## src/rtl/alu_exec_ctrl_if.sv

```systemverilog
// Instruction and direct-load bus between an instruction source and alu_exec_ctrl.
// The source drives instructions and loads, and the controller answers with instr_ready.
interface alu_exec_ctrl_if;
    logic       instr_valid;
    logic       instr_ready;
    logic [2:0] instr_op;
    logic [2:0] instr_rd;
    logic [2:0] instr_ra;
    logic [2:0] instr_rb;
    logic       ld_valid;
    logic [2:0] ld_addr;
    logic [3:0] ld_data;

    modport master (
        output instr_valid, instr_op, instr_rd, instr_ra, instr_rb,
        output ld_valid, ld_addr, ld_data,
        input  instr_ready
    );

    modport slave (
        input  instr_valid, instr_op, instr_rd, instr_ra, instr_rb,
        input  ld_valid, ld_addr, ld_data,
        output instr_ready
    );
endinterface

```

## src/rtl/alu_exec_ctrl.sv

```systemverilog
// Four-state execution controller around an external 4-bit ALU.
// It owns an 8x4 register file and a Z/C/S status register.
module alu_exec_ctrl (
    input  logic                  clk,
    input  logic                  reset,
    alu_exec_ctrl_if.slave        bus,
    output logic [3:0]            alu_a,
    output logic [3:0]            alu_b,
    output logic [1:0]            alu_op,
    output logic                  alu_l,
    input  logic [3:0]            alu_r,
    input  logic                  alu_zero,
    input  logic                  alu_carry,
    input  logic                  alu_sign,
    output logic                  flag_z,
    output logic                  flag_c,
    output logic                  flag_s,
    output logic                  done,
    input  logic [2:0]            dbg_addr,
    output logic [3:0]            dbg_data
);

    typedef enum logic [1:0] {IDLE, READ, EXEC, WB} state_t;

    state_t     state_q, state_d;
    logic [3:0] rf [8];
    logic [2:0] rd_q, ra_q, rb_q;
    logic [3:0] res;
    logic       zc, cc, sc;

    always_ff @(posedge clk or negedge reset) begin
        if (!reset) state_q <= IDLE;
        else        state_q <= state_d;
    end

    always_comb begin
        state_d         = state_q;
        bus.instr_ready = 1'b0;
        done            = 1'b0;
        case (state_q)
            IDLE: begin
                bus.instr_ready = 1'b1;
                if (bus.instr_valid) state_d = READ;
            end
            READ: state_d = EXEC;
            EXEC: state_d = WB;
            WB: begin
                done    = 1'b1;
                state_d = IDLE;
            end
            default: state_d = IDLE;
        endcase
    end

    always_ff @(posedge clk or negedge reset) begin
        if (!reset) begin
            for (int i = 0; i < 8; i++) rf[i] <= '0;
            rd_q   <= '0;
            ra_q   <= '0;
            rb_q   <= '0;
            alu_a  <= '0;
            alu_b  <= '0;
            alu_op <= '0;
            alu_l  <= 1'b0;
            res    <= '0;
            zc     <= 1'b0;
            cc     <= 1'b0;
            sc     <= 1'b0;
            flag_z <= 1'b0;
            flag_c <= 1'b0;
            flag_s <= 1'b0;
        end else begin
            case (state_q)
                // IDLE: accept loads and instructions; a same-cycle load lands before READ
                IDLE: begin
                    if (bus.ld_valid) rf[bus.ld_addr] <= bus.ld_data;
                    if (bus.instr_valid) begin
                        rd_q   <= bus.instr_rd;
                        ra_q   <= bus.instr_ra;
                        rb_q   <= bus.instr_rb;
                        alu_op <= bus.instr_op[1:0];
                        alu_l  <= bus.instr_op[2];
                    end
                end
                // READ: present operands to the ALU
                READ: begin
                    alu_a <= rf[ra_q];
                    alu_b <= rf[rb_q];
                end
                // EXEC: ALU has settled, capture result and flags untouched
                EXEC: begin
                    res <= alu_r;
                    zc  <= alu_zero;
                    cc  <= alu_carry;
                    sc  <= alu_sign;
                end
                // WB: commit result and status together
                WB: begin
                    rf[rd_q] <= res;
                    flag_z   <= zc;
                    flag_c   <= cc;
                    flag_s   <= sc;
                end
                default: ;
            endcase
        end
    end

    assign dbg_data = rf[dbg_addr];

endmodule

```

## src/flat_wrapper.sv

```systemverilog
// flat-port wrapper written by rule: the top's interface ports become plain ports
module alu_exec_ctrl_flat 
  (clk, reset, alu_a, alu_b, alu_op, alu_l, alu_r, alu_zero, alu_carry, alu_sign, flag_z, flag_c, flag_s, done, dbg_addr, dbg_data, bus_instr_valid, bus_instr_op, bus_instr_rd, bus_instr_ra, bus_instr_rb, bus_ld_valid, bus_ld_addr, bus_ld_data, bus_instr_ready);
  alu_exec_ctrl_if bus_i ();
  input  logic clk;
  input  logic reset;
  output logic [3:0] alu_a;
  output logic [3:0] alu_b;
  output logic [1:0] alu_op;
  output logic alu_l;
  input  logic [3:0] alu_r;
  input  logic alu_zero;
  input  logic alu_carry;
  input  logic alu_sign;
  output logic flag_z;
  output logic flag_c;
  output logic flag_s;
  output logic done;
  input  logic [2:0] dbg_addr;
  output logic [3:0] dbg_data;
  input wire logic [$bits(bus_i.instr_valid)-1:0] bus_instr_valid;
  input wire logic [$bits(bus_i.instr_op)-1:0] bus_instr_op;
  input wire logic [$bits(bus_i.instr_rd)-1:0] bus_instr_rd;
  input wire logic [$bits(bus_i.instr_ra)-1:0] bus_instr_ra;
  input wire logic [$bits(bus_i.instr_rb)-1:0] bus_instr_rb;
  input wire logic [$bits(bus_i.ld_valid)-1:0] bus_ld_valid;
  input wire logic [$bits(bus_i.ld_addr)-1:0] bus_ld_addr;
  input wire logic [$bits(bus_i.ld_data)-1:0] bus_ld_data;
  output wire logic [$bits(bus_i.instr_ready)-1:0] bus_instr_ready;
  assign bus_i.instr_valid = bus_instr_valid;
  assign bus_i.instr_op = bus_instr_op;
  assign bus_i.instr_rd = bus_instr_rd;
  assign bus_i.instr_ra = bus_instr_ra;
  assign bus_i.instr_rb = bus_instr_rb;
  assign bus_i.ld_valid = bus_ld_valid;
  assign bus_i.ld_addr = bus_ld_addr;
  assign bus_i.ld_data = bus_ld_data;
  assign bus_instr_ready = bus_i.instr_ready;
  alu_exec_ctrl u_core (.clk(clk), .reset(reset), .bus(bus_i), .alu_a(alu_a), .alu_b(alu_b), .alu_op(alu_op), .alu_l(alu_l), .alu_r(alu_r), .alu_zero(alu_zero), .alu_carry(alu_carry), .alu_sign(alu_sign), .flag_z(flag_z), .flag_c(flag_c), .flag_s(flag_s), .done(done), .dbg_addr(dbg_addr), .dbg_data(dbg_data));
endmodule
```

## config.mk

```make
export PLATFORM = sky130hd
export DESIGN_NAME = alu_exec_ctrl_flat
export DESIGN_NICKNAME = d
export VERILOG_FILES = /design/src/rtl/alu_exec_ctrl_if.sv /design/src/rtl/alu_exec_ctrl.sv /design/src/flat_wrapper.sv
export SDC_FILE = /design/constraint.sdc
export NUM_CORES = 1
export LEC_CHECK = 0
export BUFFER_PORTS_ARGS = -buffer_cell sky130_fd_sc_hd__buf_2
export CAP_MARGIN = 10
export CORE_MARGIN = 2
export CORE_UTILIZATION = 35
export CTS_BUF_LIST = sky130_fd_sc_hd__clkbuf_4 sky130_fd_sc_hd__clkbuf_8 sky130_fd_sc_hd__clkbuf_16
export DETAILED_ROUTE_END_ITERATION = 7
export SYNTH_ARGS = -nofsm -noshare
export SYNTH_HDL_FRONTEND = slang
export SYNTH_SLANG_ARGS = --single-unit
```

## constraint.sdc

```tcl
create_clock -name clk -period 1.7 [get_ports clk]
set_input_delay 0.17 -clock clk [delete_from_list [all_inputs] [get_ports clk]]
set_output_delay 0.17 -clock clk [all_outputs]
set_load 0.02 [all_outputs]
```

-- Word level (Yosys, flattened, before mapping)
Index checks and enable logic that the tools add are counted.
- multiply operators: 0
- shift operators: 0
- equal/unequal tests: 5
- add/sub/neg operators: 0
- div/mod/pow operators: 0
- reduce and logical (&&, ||, !) cells: 6
- magnitude comparators: 7
- multiplexer cells: 21
- bitwise logic cells: 5
- operators with widths (operator ; count):
    $bwmux 32 ; 2
    $pmux 32 s2 ; 1
    $bmux 4 s3 ; 3
    $mux 32 ; 1
    $mux 4 ; 8
    $demux 4 s3 ; 2
    $ge 4x4->1 const B ; 5
    $not 3->4 ; 5
    $lt 4x1->1 const B ; 2
    $pmux 2 s4 ; 1
    $eq 2x2->1 const B ; 2
    $ne 2x2->1 const B ; 2
    $reduce_and 2->1 ; 2
    $eq 2x1->1 const B ; 1
    $logic_and 1x1->1 ; 2
    $logic_not 2->1 ; 1
    $mux 1 ; 2
    $mux 2 ; 1
    $reduce_bool 2->1 ; 1
- bits in read-only memories: 0
- bits in registers: 64
- input bits: 33
- word-level logic and storage cells: 67
- bits in latches: 0
- RAM bits: 0
- output and inout bits: 20
- memories kept: 0

-- Depth between registers and ports, before layout
- depth in word-level cells: 8
- gate-level depth with buffers: 7
- depth with buffers taken out: 6

-- Least setup slack after synthesis
No wires, ideal clock.
- path kind: reg-to-reg
- from: reg u_core.state_q[0]
- to: reg u_core.rf[4] in the netlist's numbering
- required time: 1572 ps
- data arrival time: 1836 ps
- cell stages (with the launch flop): 7
- slack: -264 ps
- cells stage by stage: dfrtp_1 > inv_1 > ha_1 > buf_2 > and2b_1 > a21o_1 > mux2_1
- cells in the longest elaborated chain, start to end: 3
- elaborated cells on any way between the ends: 6
- classes of those cells: eq/ne: 2; mux: 1; reduce/logical: 3
- RTL lines (element ; line ; source):
    from (decl) ; alu_exec_ctrl.sv:25 ; state_t state_q, state_d;
    from (signal assigned) ; alu_exec_ctrl.sv:33 ; else state_q <= state_d;
    $eq 2x2->1 / $logic_not 2->1 (equally long branches) ; alu_exec_ctrl.sv:73 ; case (state_q)
    $reduce_bool 2->1 (no line) / $ne 2x2->1 (equally long branches) ; - ;
    $reduce_and 2->1 (no line) ; - ;
    to (signal, indexed assignment) ; alu_exec_ctrl.sv:76 ; if (bus.ld_valid) rf[bus.ld_addr] <= bus.ld_data;
    to (signal, indexed assignment) ; alu_exec_ctrl.sv:99 ; rf[rd_q] <= res;
    to (decl) ; alu_exec_ctrl.sv:26 ; logic [3:0] rf [8];
Several ways; a longest one is shown, not always the timed one.
A chain may end at the register's enable or synchronous reset.

-- Worst setup path in the final report
- from: reg u_core.state_q[1]
- to: reg u_core.rf[24] in the netlist's numbering
The elaborated chain is that of the path after synthesis.

==> out/metrics.csv <==
stage,metric,value,unit
placed_design,port bufs,52,
pwr,Pleak,2.388,nW
floorplan,die area,11750,um2
synthesis,synth warn,0,
synthesis,"Top FF cell, synth",dfrtp_1,
floorplan,core footprint,10750,um2
synthesis,post-synthesis adder-cell area fraction,0.01639,
synthesis,Syn Std Cell Area,3816,um2
clocking,CTS max path bufs,2,
synthesis,ranking of synthesized cells by area,"dfrtp_1 (42%), mux2i_1 (9.7%), mux2_2 (8.6%)",
finish,Fill cells,1018,
finish,final net count,462,
clocking,# H-tree levels,3,
floorplan,Die Span Y,108.4,um
global_route,initial antenna violation count,0,
critical_path,critical path's slowest cell,dfrtp_2,
synthesis,"EDFF count, synth",0,
sta,Tightest Pin Transition,0.7243,ns
clocking,clock sink count,64,
floorplan,die width,108.4,um
sta,FMAX,541.7,MHz
synthesis,Mean Syn Cell Area,12.23,um2
pwr,Psw,3.503,mW
global_route,Total GRT Usage,0.1941,
synthesis,most frequent cells after synthesis,"dfrtp_1 (64), mux2i_1 (37), o22ai_1 (35), mux2_2 (29), mux2_1 (26)",
sta,final setup fails,24,
status,failing checks,negative setup slack,
flow_run,max_cap viols,0,
detailed_routing,DR WL/cell,19.05,um
critical_path,CP startpoint kind,flop,
sta,relative slew slack,0.5171,
placed_design,hpwl dp,7.822,mm
synthesis,Post-Syn Nets,350,
floorplan,Top Ports,53,
pwr,Comb power frac,0.549,
pwr,Int Pwr,5.583,mW
sta,RSZ-0062 raised after global routing,yes,
critical_path,critical path class,reg -> reg,
synthesis,Post-synth ARST share,1.000,
synthesis,Yosys reg bits,64,
finish,n_diodes,0,
pwr,PwrDens,1757,nW/um2
pwr,peak supply drop,0.8875,mV
clocking,Worst-Skew Late Latency,0.34,ns
finish,share of layout cells above drive strength 1,0.5548,
synthesis,Synth top area share,0.4197,
detailed_routing,Residual DRC,0,
finish,Finished Cell Area,5172,um2
pwr,Sw Share,0.3856,
clocking,Clock transition at path regs,0.08,ns
clocking,CTS tree,done,
critical_path,worst endpoint data arrival time,2.07,ns
sta,Fin Hold WS,0.05583,ns
global_route,GR Overflow Total,0,
synthesis,largest family of logic cells by synthesized area,multiplexers,
global_route,number of global-route vias before repair,3119,
synthesis,post-synthesis xor/xnor area fraction,0,
pwr,clock network power share,0.133,
synthesis,post-synth cell types,38,
finish,Layout area overhead,35.54,%
placed_design,placed cell area,4562,um2
critical_path,Worst path max stage delay,0.44,ns
clocking,Root Driver,clkbuf_8,
critical_path,CP max FO,5,
status,status,finished with violations,
placed_design,GPL Wtd Cong,0.9386,
synthesis,most common cell in the synthesized netlist,dfrtp_1,
hold_path,Worst Hold Class,in -> reg,
detailed_routing,Vias,3088,
detailed_routing,vias per cell,5.427,
synthesis,simple-gate share of the synthesized area,0.08033,
critical_path,worst path cell trace,ha_4 -> nand3b_1 -> o22a_4 -> nor2_8 -> mux2_4,
sta,slack of the critical path,-0.1462,ns
detailed_routing,Detail Route Antenna Nets,0,
placed_design,"worst slack, placed",-0.1127,ns
detailed_routing,WL final,10.84,mm
synthesis,fraction of synthesized area in multiplexers,0.3518,
sta,"Slew Viols, Final",0,
synthesis,Post-Syn Instances,312,
critical_path,Crit. End Element,flop,
sta,Final Hold Fails,0,
detailed_routing,starting DRC count in detailed routing,247,
global_route,largest net degree at the start of global routing,27,
detailed_routing,First-pass DRT Iterations,5,
pwr,Sequential Power Share,0.318,
sta,crit share post-route,1.086,
synthesis,Synth Area in Compound Gates,0.08984,
synthesis,"Seq/Total Area, Yosys",0.4197,
floorplan,row count,38,
sta,Fin Clk Skew,0.008589,ns
floorplan,Starting Density,0.3551,
synthesis,largest area contributor in the netlist,dfrtp_1,
critical_path,CP required,1.92,ns
clocking,CTS Buf Count,9,
sta,Tmin final,1.846,ns
global_route,first-pass GRT wire length,17.06,mm
[placed cells by master (no fill, tap or decap), types with 2 or more instances in the layout]
master | synthesis | routed
mux2_2 | 29 | 23
or2_1 | 2 | 2
buf_12 | 0 | 4
nor2b_4 | 0 | 2
mux2i_1 | 37 | 37
nand3_1 | 8 | 7
clkinv_2 | 0 | 2
dfrtp_1 | 64 | 62
inv_2 | 0 | 2
nor2_4 | 1 | 2
ha_1 | 5 | 2
buf_4 | 3 | 59
mux4_2 | 13 | 13
nand2b_1 | 5 | 5
o22ai_1 | 35 | 34
buf_2 | 11 | 48
a22oi_1 | 6 | 6
clkbuf_4 | 0 | 3
ha_4 | 0 | 2
nor2_1 | 3 | 3
nor2b_1 | 5 | 3
dfrtp_2 | 0 | 2
buf_6 | 3 | 9
a21oi_4 | 1 | 2
nand3b_1 | 2 | 2
nand2_1 | 19 | 10
mux2_4 | 4 | 36
clkbuf_8 | 0 | 10
nand2_2 | 0 | 8
inv_1 | 10 | 8
nand4b_1 | 2 | 2
o21ai_0 | 3 | 3
[sequential cells by signal (all words and copies together) (netlist names)]
signal / count
u_core.flag_z: 1
u_core.rd_q: 3
u_core.cc: 1
u_core.zc: 1
u_core.res: 4
u_core.alu_op: 2
u_core.rf: 32
u_core.alu_l: 1
u_core.alu_a: 4
u_core.flag_c: 1
u_core.ra_q: 3
u_core.flag_s: 1
u_core.state_q: 2
u_core.rb_q: 3
u_core.alu_b: 4
u_core.sc: 1
[per-stage QoR]
step	cells	TNS, ns	power, mW	utilization
after floorplan	312	-0.7529	5.602	-
after global placement	527	-0.5157	6.911	0.4245
after detailed placement	527	-2.085	7.027	0.4245
after CTS	566	-1.592	8.841	0.4705
after global routing	569	-3.172	9.656	0.4814
final	569	-1.875	9.086	0.4814
[layout make-up]
class	instances	area [um2]	area share
Multi-Input combinational cell	218	2303	0.4453
Sequential cell	64	1604	0.3101
Timing Repair Buffer	121	874.6	0.1691
Clock inverter	3	17.52	0.003387
Clock buffer	13	160.2	0.03096
Tap cell	140	175.2	0.03387
Inverter	10	37.54	0.007257
[final timing paths]
check                                                   start                           end  slack (ns)  cells past startpoint
worst max-delay path            u_core.state_q[1]$_DFFE_PN0P_     u_core.rf[24]$_DFFE_PN0P_       -0.15                      5
max in group asynchronous                               reset      u_core.rf[1]$_DFFE_PN0P_        0.89                      3
min in group asynchronous                               reset    u_core.ra_q[0]$_DFFE_PN0P_        0.31                      2
worst max register to register  u_core.state_q[1]$_DFFE_PN0P_     u_core.rf[24]$_DFFE_PN0P_       -0.15                      5
worst min register to register   u_core.alu_op[1]$_DFFE_PN0P_  u_core.alu_op[1]$_DFFE_PN0P_        0.51                      1
worst min-delay path                          bus_instr_rb[2]    u_core.rb_q[2]$_DFFE_PN0P_        0.06                      2
[kinds of logic (layout without fill, tap and decap cells)]
group | after synthesis | count (layout)
fa+ha+maj | 5 | 5
simple gates | 54 | 54
compound gates | 50 | 50
flops | 64 | 64
mux | 109 | 109
buf+inv | 30 | 147
[power groups by stage]
stage | sequential, mW | combinational (mW) | clock, mW
after floorplan | 2.77 | 2.83 | 0
after global placement | 2.92 | 3.99 | 0
after detailed placement | 2.95 | 4.07 | 0
after CTS | 2.87 | 4.73 | 1.24
after global routing | 2.97 | 5.36 | 1.32
final | 2.89 | 4.99 | 1.21
[repair_timing]
item | CTS | global route
buffers inserted | 22 | 3
hold buffers | 1 | 0
pin swaps | 8 | 11
setup endpoints to repair | 36 | 38
resized for setup | 38 | 24
endpoints found under the hold margin | 15 | 0
[worst max-delay path, delay by kind of cell, from the launching register on]
kind	cells	cell delay, ns
simple gates	2	0.45
mux	1	0.31
compound gates	1	0.33
fa+ha+maj	1	0.19
flops	1	0.44
[layer usage]
layer,vias up,part of all wire,track usage
li1,1400,-,-
met3,24,0.071,0.05787
met2,155,0.48,0.3125
met4,0,0.013,0.03938
met5,-,0,0
met1,1509,0.43,0.2598
Power figures use the tool's default switching activity.
